`src/rtl/rv32_rf_pkg.sv`:
```
// Shared sizes and FSM state encoding for the register-file port arbiter.
package rv32_rf_pkg;

  localparam int unsigned REG_COUNT = 32;
  localparam int unsigned REG_AW    = 5;
  localparam int unsigned XLEN      = 32;

  typedef enum logic [2:0] {
    IDLE       = 3'd0,
    RD_ISSUE   = 3'd1,
    RD_CAPT    = 3'd2,
    RD_RESTORE = 3'd3,
    CLEAR      = 3'd4
  } rf_arb_state_t;

  // The arbiter steers the s1 read select only while the debug address is in flight.
  function automatic logic owns_read_port(input rf_arb_state_t st);
    return (st == RD_ISSUE) || (st == RD_CAPT);
  endfunction

endpackage

```
`src/rtl/rv32_rf_port_arbiter.sv`:
```
// Shares the register-file write port and s1 read port between writeback,
// a debug requester and the clear sequencer; writeback always wins the write port.
module rv32_rf_port_arbiter
  import rv32_rf_pkg::*;
#(
  parameter int unsigned CLR_FIRST = 1
) (
  input  logic              clk,
  input  logic              rst,
  input  logic              wb_write_reg,
  input  logic [REG_AW-1:0] wb_sel_d1,
  input  logic [XLEN-1:0]   wb_reg_d1,
  input  logic [REG_AW-1:0] core_sel_s1,
  output logic              core_stall,
  input  logic              dbg_req,
  input  logic              dbg_we,
  input  logic [REG_AW-1:0] dbg_addr,
  input  logic [XLEN-1:0]   dbg_wdata,
  output logic              dbg_gnt,
  output logic              dbg_rvalid,
  output logic [XLEN-1:0]   dbg_rdata,
  input  logic              clr_req,
  output logic              clr_busy,
  output logic              clr_done,
  output logic              rf_write_reg,
  output logic [REG_AW-1:0] rf_sel_d1,
  output logic [XLEN-1:0]   rf_reg_d1,
  output logic [REG_AW-1:0] rf_sel_s1,
  input  logic [XLEN-1:0]   rf_reg_s1
);

  localparam logic [REG_AW-1:0] FIRST_IDX = REG_AW'(CLR_FIRST);
  localparam logic [REG_AW-1:0] LAST_IDX  = REG_AW'(REG_COUNT - 1);

  rf_arb_state_t     state_q;
  logic [REG_AW-1:0] cnt_q;
  logic [REG_AW-1:0] addr_q;
  logic [XLEN-1:0]   rdata_q;

  logic idle_s;
  logic clr_start_s;
  logic dbg_wr_gnt_s;
  logic dbg_rd_gnt_s;
  logic clr_step_s;
  logic clr_last_s;

  // Grant decode; gated by rst so nothing is granted while the block is held in reset.
  always_comb begin
    idle_s       = (state_q == IDLE) && !rst;
    clr_start_s  = idle_s && clr_req;
    dbg_wr_gnt_s = idle_s && !clr_req && dbg_req && dbg_we && !wb_write_reg;
    dbg_rd_gnt_s = idle_s && !clr_req && dbg_req && !dbg_we;
    clr_step_s   = (state_q == CLEAR) && !wb_write_reg;
    clr_last_s   = clr_step_s && (cnt_q == LAST_IDX);
  end

  // Write-port mux: writeback, then clear, then debug write.
  always_comb begin
    rf_write_reg = 1'b0;
    rf_sel_d1    = wb_sel_d1;
    rf_reg_d1    = wb_reg_d1;
    if (wb_write_reg) begin
      rf_write_reg = 1'b1;
    end else if (clr_step_s) begin
      rf_write_reg = (cnt_q != {REG_AW{1'b0}});
      rf_sel_d1    = cnt_q;
      rf_reg_d1    = {XLEN{1'b0}};
    end else if (dbg_wr_gnt_s) begin
      rf_write_reg = 1'b1;
      rf_sel_d1    = dbg_addr;
      rf_reg_d1    = dbg_wdata;
    end else begin
      rf_write_reg = 1'b0;
    end
  end

  // Arbiter FSM with clear counter, captured debug address and read data.
  always_ff @(posedge clk or posedge rst) begin
    if (rst) begin
      state_q <= IDLE;
      cnt_q   <= {REG_AW{1'b0}};
      addr_q  <= {REG_AW{1'b0}};
      rdata_q <= {XLEN{1'b0}};
    end else begin
      case (state_q)
        IDLE: begin
          if (clr_start_s) begin
            state_q <= CLEAR;
            cnt_q   <= FIRST_IDX;
          end else if (dbg_rd_gnt_s) begin
            state_q <= RD_ISSUE;
            addr_q  <= dbg_addr;
          end else begin
            state_q <= IDLE;
          end
        end
        RD_ISSUE:   state_q <= RD_CAPT;
        RD_CAPT: begin
          // rf_reg_s1 carries the RF bypass, so a writeback this cycle is returned.
          rdata_q <= rf_reg_s1;
          state_q <= RD_RESTORE;
        end
        RD_RESTORE: state_q <= IDLE;
        CLEAR: begin
          if (clr_last_s) begin
            state_q <= IDLE;
          end else if (clr_step_s) begin
            cnt_q <= cnt_q + REG_AW'(1);
          end else begin
            state_q <= CLEAR;
          end
        end
        default:    state_q <= IDLE;
      endcase
    end
  end

  assign rf_sel_s1  = owns_read_port(state_q) ? addr_q : core_sel_s1;
  assign core_stall = (state_q != IDLE);
  assign clr_busy   = (state_q == CLEAR);
  assign clr_done   = clr_last_s;
  assign dbg_rvalid = (state_q == RD_RESTORE);
  assign dbg_rdata  = rdata_q;
  assign dbg_gnt    = dbg_wr_gnt_s || dbg_rd_gnt_s;

endmodule
```
`config.mk`:
```
export PLATFORM = sky130hd
export DESIGN_NAME = rv32_rf_port_arbiter
export DESIGN_NICKNAME = d
export VERILOG_FILES = /design/src/rtl/rv32_rf_pkg.sv /design/src/rtl/rv32_rf_port_arbiter.sv
export SDC_FILE = /design/constraint.sdc
export NUM_CORES = 1
export LEC_CHECK = 0
export ABC_AREA = 1
export CELL_PAD_IN_SITES_DETAIL_PLACEMENT = 1
export CELL_PAD_IN_SITES_GLOBAL_PLACEMENT = 1
export CORE_UTILIZATION = 25
export CTS_BUF_LIST = sky130_fd_sc_hd__clkbuf_8
export DETAILED_ROUTE_END_ITERATION = 10
export GPL_ROUTABILITY_DRIVEN = 0
export PLACE_DENSITY = 0.83
export SLEW_MARGIN = 20
export SYNTH_ARGS = -nofsm -noshare
export SYNTH_HDL_FRONTEND = slang
export SYNTH_SLANG_ARGS = --single-unit
```
`constraint.sdc`:
```
create_clock -name clk -period 3.23 [get_ports clk]
set_input_delay 0.4845 -clock clk [delete_from_list [all_inputs] [get_ports clk]]
set_output_delay 0.4845 -clock clk [all_outputs]
set_load 0.01 [all_outputs]
```
==> flow_summary.ini, run 1 <==
[min_path]
min_to = addr_q[4]
min_path_type = flip-flop to flip-flop
worstHoldStart = addr_q[4]
hold_depth = 2

[global_routing]
antenna_found_initial = 0
grt_pass1_wl_um = 19200
grt_usage = 0.187
grt_max_degree = 47
grt_overflow = 0
grt_pass1_vias = 3860

[power]
p_leak_nw = 2.65
internal-power_mw = 2.14
p_sw_frac = 0.350
power.switching_mw = 1.15
peakVddDrop_v = 0.000242
p_seq_frac = 0.302
power.density_nw_per_um2 = 620
clock_power_share = 0.136
comb_power_share = 0.562

[synth]
syn_area_sq_um = 3080
ys_async_sr_fraction = 1.00
synthesis.nets = 563
avgSynthCellArea_sq_um = 6.96
yosysWarnings = 0
synth_cells = 443
ys_seq_area_frac = 0.365
ys.flop_type = dfrtp_1
synth-seq-cells = 45
synth_edf_count = 0
synth_cell_types = 22

[timing]
rsz0062_at_grt = no
hold_violations = 0
max-slew-margin-rel = 0.461
slew_viol_final = 0
fin_tns_setup_ns = 0
skew_ns = 0.00775
setup_viol = 0
tightest_slew_ns = 0.806
fmax_mhz = 331
finalCriticalPeriod_ns = 3.02
post-route-period-util = 0.937

[layout]
multiInputGateArea_sq_um = 1500
area_growth_pct = 72.3
final_layout_size_suffix_gt1_frac = 0.0899
seqCellArea_sq_um = 1130
nNetsFinal = 753
num_antenna_cells = 0
nFillCells = 1482
finish.instance_area_sq_um = 5310

[clocking]
cts_buffers = 5
cts_tree = done
cts_sinks = 45
insertion_delay_ns = 0.30
htreeDepth = 2
cts_root_buffer = clkbuf_8
cts_buffer_depth = 2
clk_pin_slew_ns = 0.09

[detailed_routing]
route.met3.wl_um = 813
antenna_left = 0
drt-met1-wl_um = 4720
wl_per_cell_um = 15.3
dr_wl_met2_um = 6160
highest_layer = met4
dr.pass1.iters = 4
viasPerCell = 4.63
route.detailed.drc = 0
drt_wl_total_um = 12000
drt_iter0_drc = 168
dr_total_vias = 3614

[critical_path]
crit_arrival_ns = 2.54
crit_fanout = 38
r2r-start = state_q[2]
reg2regPathDepth = 4
rr_endpoint = dbg_rdata[28]
start_kind = primary input
critPathKind = primary input to primary output
required_ns = 2.75
end_kind = primary output
ff2ff_setup_slack_ns = 1.20

[placed_design]
place_hpwl_um = 9410
dpl_cell_area_sq_um = 5190
port_buffers = 196

[floorplanning]
io_pins = 197
num_rows = 40
die_h_um = 113
dieArea_sq_um = 12800
fp.dieW_um = 113
initial_utilization = 0.257
core_area_sq_um = 12000

[status]
status = finished clean

[job]
cap_violations = 0
## cell usage in the layout (no fill, tap or decap)
cell type,instances
clkbuf_8,5
inv_2,1
a21oi_1,1
dfrtp_1,45
o211ai_1,1
buf_12,1
nand2_1,146
nor3b_1,1
mux2_2,32
and3_1,1
inv_1,86
buf_4,8
nor2_1,4
nor2_2,4
a31oi_1,1
o21ai_0,9
nor2_4,1
ha_1,3
xor2_1,1
bufinv_16,1
nand3_1,80
buf_6,1
nand2_2,1
inv_8,1
nand4_1,2
clkinv_4,1
clkdlybuf4s50_1,196
## stage by stage
step / cells / worst slack [ns] / util / total power [mW] / hold slack (ns)
detailed placement: 773 / 0.0750 / 0.432 / 2.88 / 0.475
floorplan: 443 / 0.377 / - / 1.87 / 0.453
global placement: 773 / 0.187 / 0.432 / 2.80 / 0.470
CTS: 781 / 0.0766 / 0.442 / 3.35 / 0.498
global route: 781 / 0.0501 / 0.442 / 3.53 / 0.529
finish: 781 / 0.205 / 0.442 / 3.29 / 0.495
## per-layer routing
layer / global-route usage / up-vias
met2: 0.351 / 138
met4: 0.0579 / 0
met1: 0.206 / 1721
met5: 0 / -
met3: 0.0455 / 17
li1: - / 1738
## critical path, stage by stage
cell and delay [ns]:
clkdlybuf4s50_1 0.42, inv_2 0.06, nand3_1 0.08, nor2_2 0.15, buf_6 0.31, nand2_1 0.31
nand2_1 0.15, clkdlybuf4s50_1 0.57
## synth_stat cells (2+ instances only)
library cell	instances	area share
nor2_2	3	0.0061
dfrtp_1	45	0.37
nand3_1	80	0.13
buf_6	2	0.0073
ha_1	3	0.012
nand2_1	146	0.18
nor2_1	5	0.0061
clkbuf_1	6	0.0073
buf_2	11	0.018
buf_4	4	0.0097
o21ai_0	9	0.015
inv_1	87	0.11
nand4_1	2	0.0041
mux2_2	32	0.12
## what timing repair did
item	4_1_cts	5_1_grt
resized for setup	0	1
setup buffers	0	0
hold buffers	0	0
setup endpoints to repair	0	1
## how the worst max path moves through the flow
| stage | startpoint | endpoint | slack [ns] | cells after the start |
|---|---|---|---|---|
| floorplan | rst | rf_reg_d1[17] | 0.38 | 9 |
| global placement | rst | dbg_gnt | 0.19 | 8 |
| detailed placement | rst | dbg_gnt | 0.08 | 8 |
| CTS | rst | dbg_gnt | 0.08 | 8 |
| global route | clr_req | dbg_gnt | 0.05 | 8 |
| finish | rst | dbg_gnt | 0.21 | 8 |
## registers in the layout, summed over array words and instances (netlist names)
name       count
addr_q         5
cnt_q          5
dbg_rdata     32
state_q        3
## kinds of logic (layout without fill, tap and decap cells)
group / after synthesis / count (layout) / synth area share
AND/OR/NAND/NOR: 240 / 240 / 0.334
buffers and inverters: 110 / 301 / 0.148
flip-flops: 45 / 45 / 0.365
multiplexers: 32 / 32 / 0.117
AO/OA/AOI/OAI: 12 / 12 / 0.0207
adder cells (fa/ha/maj): 3 / 3 / 0.0122
XOR/XNOR: 1 / 1 / 0.00284
## cell type report
class / instances / share of cell area
Sequential cell: 45 / 0.212
Tap cell: 147 / 0.0346
Clock inverter: 3 / 0.00942
Multi-Input combinational cell: 288 / 0.283
Inverter: 87 / 0.0615
Clock buffer: 5 / 0.0130
Timing Repair Buffer: 206 / 0.387
## power by group through the flow
stage          Clock (mW)  Combinational (mW)  Sequential, mW
2_1_floorplan           0               0.784            1.08
3_3_place_gp            0                1.82           0.980
3_5_place_dp            0                1.87            1.01
4_1_cts             0.466                1.88           0.997
5_1_grt             0.489                2.01            1.03
6_report            0.449                1.85           0.993
No activity file was read; power rests on OpenSTA's default activity.
==> run 2: changes to the inputs <==
--- a/config.mk
+++ b/config.mk
@@ -8,11 +8,12 @@
 export ABC_AREA = 1
 export CELL_PAD_IN_SITES_DETAIL_PLACEMENT = 1
 export CELL_PAD_IN_SITES_GLOBAL_PLACEMENT = 1
-export CORE_UTILIZATION = 25
+export CORE_UTILIZATION = 43
 export CTS_BUF_LIST = sky130_fd_sc_hd__clkbuf_8
 export DETAILED_ROUTE_END_ITERATION = 10
+export DONT_BUFFER_PORTS = 1
 export GPL_ROUTABILITY_DRIVEN = 0
-export PLACE_DENSITY = 0.83
+export PLACE_DENSITY = 0.81
 export SLEW_MARGIN = 20
 export SYNTH_ARGS = -nofsm -noshare
 export SYNTH_HDL_FRONTEND = slang
==> run 2 against run 1 <==
Against the previous run: setup slack better by 0.36 ns; final cell count is 32% lower; design area is 39% lower; sequential power is 14% higher; clock-buffer cell count stayed put; via count is 23% lower; maximum frequency is 14% higher; largest cell class is now multi-input gates.
==> flow_summary.ini, run 2 (synthesis gave the netlist of run 1 again) <==
[status]
status = finished clean

[global_routing]
grt_pass1_wl_um = 12400
antenna_found_initial = 0
grt_pass1_vias = 2722
grt_usage = 0.208
grt_max_degree = 47
grt_overflow = 0

[layout]
area_growth_pct = 4.75
final_cell_mix = nand2_1 (146), inv_1 (86), nand3_1 (80), dfrtp_1 (45), mux2_2 (32)
nFillCells = 922
utilization = 0.470
finish.instance_area_sq_um = 3230
num_antenna_cells = 0
layout_commonest_cell = nand2_1
stdcell_count = 529
seqCellArea_sq_um = 1130
nNetsFinal = 553
largest_reg_flops = 32
final_layout_size_suffix_gt1_frac = 0.120
multiInputGateArea_sq_um = 1510

[floorplanning]
initial_utilization = 0.449
core_area_sq_um = 6870
fp.dieW_um = 86.7
die_h_um = 86.7
dieArea_sq_um = 7510
num_rows = 30
io_pins = 197

[timing]
hold_violations = 0
fin_tns_setup_ns = 0
tightest_slew_ns = 0.737
rsz0062_at_grt = no
max-slew-margin-rel = 0.508
slew_viol_final = 0
finalCriticalPeriod_ns = 2.66
post-route-period-util = 0.824
skew_ns = 0.00366
fmax_mhz = 376
setup_viol = 0

[detailed_routing]
viasPerCell = 5.28
wl_per_cell_um = 15.4
drt_iter0_drc = 122
dr_total_vias = 2793
antenna_left = 0
dr.pass1.iters = 4
drt_wl_total_um = 8120
route.detailed.drc = 0

[clocking]
holdBufCountCts = 0
cts_tree = done
cts_buffers = 5
clk_pin_slew_ns = 0.08
htreeDepth = 2
cts_sinks = 45
cts_resized = 0
cts_setup_buffers = 0
cts_buffer_depth = 2
insertion_delay_ns = 0.29
cts_root_buffer = clkbuf_8

[placed_design]
dp_cells = 522
port_buffers = 0
place_hpwl_um = 6190
dpl_cell_area_sq_um = 3130

[critical_path]
required_ns = 2.75
critPathKind = flip-flop to primary output
start_kind = flip-flop
end_kind = primary output
crit_fanout = 39
crit_arrival_ns = 2.18

[power]
peakVddDrop_v = 0.000415
p_leak_nw = 1.86
finalPower_mw = 2.44
power.density_nw_per_um2 = 756

[job]
cap_violations = 0

[min_path]
min_path_type = primary input to asynchronous set/reset pin
[run 2: worst paths after layout]
kind	from	to	slack [ns]	cells past startpoint
min	rst	dbg_rdata[18]	0.23	2
max reg2reg	state_q[0]	addr_q[3]	1.32	6
max in group asynchronous	rst	dbg_rdata[31]	2.62	2
min in group clk	rf_reg_s1[15]	dbg_rdata[15]	0.33	1
max	state_q[0]	rf_reg_d1[19]	0.57	9
min reg2reg	addr_q[2]	addr_q[2]	0.49	2
[run 2: worst max-delay path: stages, from the launching register on]
cell	delay, ns
dfrtp_1	0.42
nor2_4	0.18
nand3_1	0.10
nor2_2	0.09
buf_4	0.35
nand2_1	0.09
buf_4	0.28
nand2_1	0.11
nand3_1	0.08
nand2_1	0.16
[run 2: final cells by class]
class	instances	area share
clock inverters	2	0.0108
clock buffers	5	0.0213
repair buffers	6	0.0139
well taps	96	0.0372
inverters	87	0.101
multi-input cells	288	0.467
flip-flops and latches	45	0.349
[run 2: layer usage]
| layer | global-route usage | wire, um | part of all wire |
|---|---|---|---|
| met2 | 0.387 | 4260 | 0.52 |
| met3 | 0.0514 | 443 | 0.055 |
| met4 | 0.0439 | 96 | 0.012 |
| met1 | 0.242 | 3320 | 0.41 |
| met5 | 0 | 0 | 0 |
[run 2: report_power, final]
group | total [mW] | switching (mW) | internal (mW)
combinational | 0.909 | 0.502 | 0.407
clock | 0.405 | 0.180 | 0.225
sequential | 1.13 | 0.289 | 0.838
total | 2.44 | 0.971 | 1.47
[run 2: metrics by stage]
step                hold slack (ns)  worst slack [ns]
floorplan                     0.453             0.377
global placement              0.465             0.678
detailed placement            0.477             0.864
CTS                           0.243             0.539
global route                  0.270             0.366
finish                        0.232             0.570
==> run 3: changes to the inputs <==
--- a/config.mk
+++ b/config.mk
@@ -8,12 +8,12 @@
 export ABC_AREA = 1
 export CELL_PAD_IN_SITES_DETAIL_PLACEMENT = 1
 export CELL_PAD_IN_SITES_GLOBAL_PLACEMENT = 1
-export CORE_UTILIZATION = 43
+export CORE_UTILIZATION = 39
 export CTS_BUF_LIST = sky130_fd_sc_hd__clkbuf_8
 export DETAILED_ROUTE_END_ITERATION = 10
 export DONT_BUFFER_PORTS = 1
 export GPL_ROUTABILITY_DRIVEN = 0
-export PLACE_DENSITY = 0.81
+export PLACE_DENSITY = 0.78
 export SLEW_MARGIN = 20
 export SYNTH_ARGS = -nofsm -noshare
 export SYNTH_HDL_FRONTEND = slang
==> constraint.sdc (replaced) <==
create_clock -name clk -period 2.4 [get_ports clk]
set_input_delay 0.36 -clock clk [delete_from_list [all_inputs] [get_ports clk]]
set_output_delay 0.36 -clock clk [all_outputs]
set_load 0.01 [all_outputs]
==> run 3 against run 2 <==
Against the previous run: design area rose by 0.81%; total power rose by 34%; clock skew rose by 0.0039 ns; register-to-register slack got worse by 0.64 ns; first-iteration DRC count rose by 6.6%; clock power rose by 28%; critical path type unchanged; clock-buffer cell count did not move; largest cell class unchanged.
==> flow_summary.ini, run 3 (synthesis gave the netlist of run 1 again) <==
[status]
status = finished clean

[global_routing]
grt_pass1_wl_um = 14100
grt_max_degree = 47
grt_overflow = 0
antenna_found_initial = 0
grt_pass1_vias = 2948
grt_usage = 0.211

[layout]
final_layout_size_suffix_gt1_frac = 0.128
num_antenna_cells = 0
largest_reg_flops = 32
final_cell_mix = nand2_1 (146), inv_1 (86), nand3_1 (80), dfrtp_1 (45), mux2_2 (32)
stdcell_count = 539
area_growth_pct = 5.60
layout_commonest_cell = nand2_1
nNetsFinal = 556

[critical_path]
required_ns = 2.04
crit_fanout = 10
critPathKind = flip-flop to primary output
end_kind = primary output
start_kind = flip-flop
reg2regPathDepth = 6
crit_arrival_ns = 1.82

[clocking]
holdBufCountCts = 0
cts_buffer_depth = 2
cts_setup_buffers = 0
htreeDepth = 2
cts_tree = done
cts_sinks = 45
cts_buffers = 5
cts_root_buffer = clkbuf_8
clk_pin_slew_ns = 0.10
insertion_delay_ns = 0.30

[timing]
rsz0062_at_grt = no
fmax_mhz = 459
slew_viol_final = 0
tightest_slew_ns = 0.574
skew_ns = 0.00753
max-slew-margin-rel = 0.617
hold_violations = 0
fin_tns_setup_ns = 0
post-route-period-util = 0.907
finalCriticalPeriod_ns = 2.18
setup_viol = 0

[detailed_routing]
dr_total_vias = 2809
wl_per_cell_um = 15.6
viasPerCell = 5.21
route.detailed.drc = 0
drt_wl_total_um = 8390
drt_iter0_drc = 130
antenna_left = 0
dr.pass1.iters = 4

[floorplanning]
io_pins = 197
num_rows = 32
dieArea_sq_um = 8260
fp.dieW_um = 90.9
initial_utilization = 0.401
die_h_um = 90.9
core_area_sq_um = 7690

[power]
p_leak_nw = 1.86
power.density_nw_per_um2 = 1000
finalPower_mw = 3.27
peakVddDrop_v = 0.000459

[placed_design]
place_hpwl_um = 6390
dp_cells = 531
port_buffers = 0

[job]
cap_violations = 0

[min_path]
min_path_type = primary input to asynchronous set/reset pin
## run 3: what timing repair did
action,in CTS,in global routing
endpoints found under the hold margin,0,0
resized for setup,0,1
setup endpoints to repair,0,1
## run 3: worst paths after layout
check / from / endpoint / slack (ns)
worst max-delay path: state_q[0] / rf_write_reg / 0.22
worst min-delay path: rst / dbg_rdata[8] / 0.11
worst max register to register: state_q[0] / state_q[2] / 0.68
worst min register to register: addr_q[3] / addr_q[3] / 0.50
max in group asynchronous: rst / dbg_rdata[31] / 1.90
min in group clk: rf_reg_s1[10] / dbg_rdata[10] / 0.20
## run 3: power breakdown
part	internal [mW]	total, mW	switching [mW]
registers	1.13	1.51	0.383
clock network	0.220	0.518	0.298
logic	0.557	1.24	0.681
## run 3: through the flow
step	worst slack, ns	util	cell area [sq um]	hold slack, ns
floorplan	0.107	-	3090	0.379
global placement	0.530	0.410	3150	0.456
detailed placement	0.491	0.410	3150	0.461
CTS	0.143	0.423	3250	0.118
global route	0.0847	0.424	3260	0.147
finish	0.223	0.424	3260	0.105
## run 3: critical path, cell delays in order, from the launching register on
cell and delay [ns]:
dfrtp_1 0.43, nor2_4 0.17, nand2_2 0.11, inv_1 0.23, nor2_2 0.06, buf_4 0.17
o211ai_1 0.18, buf_4 0.15
## run 3: cell type report
cell class | count | area [sq um]
Fill cell | 996 | 4430
Sequential cell | 45 | 1130
Tap cell | 102 | 128
Multi-Input combinational cell | 288 | 1500
Clock buffer | 5 | 68.8
Timing Repair Buffer | 9 | 71.3
Inverter | 87 | 330
Clock inverter | 3 | 28.8
## run 3: layer usage
metal  global-route usage  routed length, um  vias up
li1                     -                  -     1343
met1                0.257               3470     1340
met2                0.367               4220      116
met3               0.0513                575       10
met4               0.0622                124        0
met5                    0                  0        -
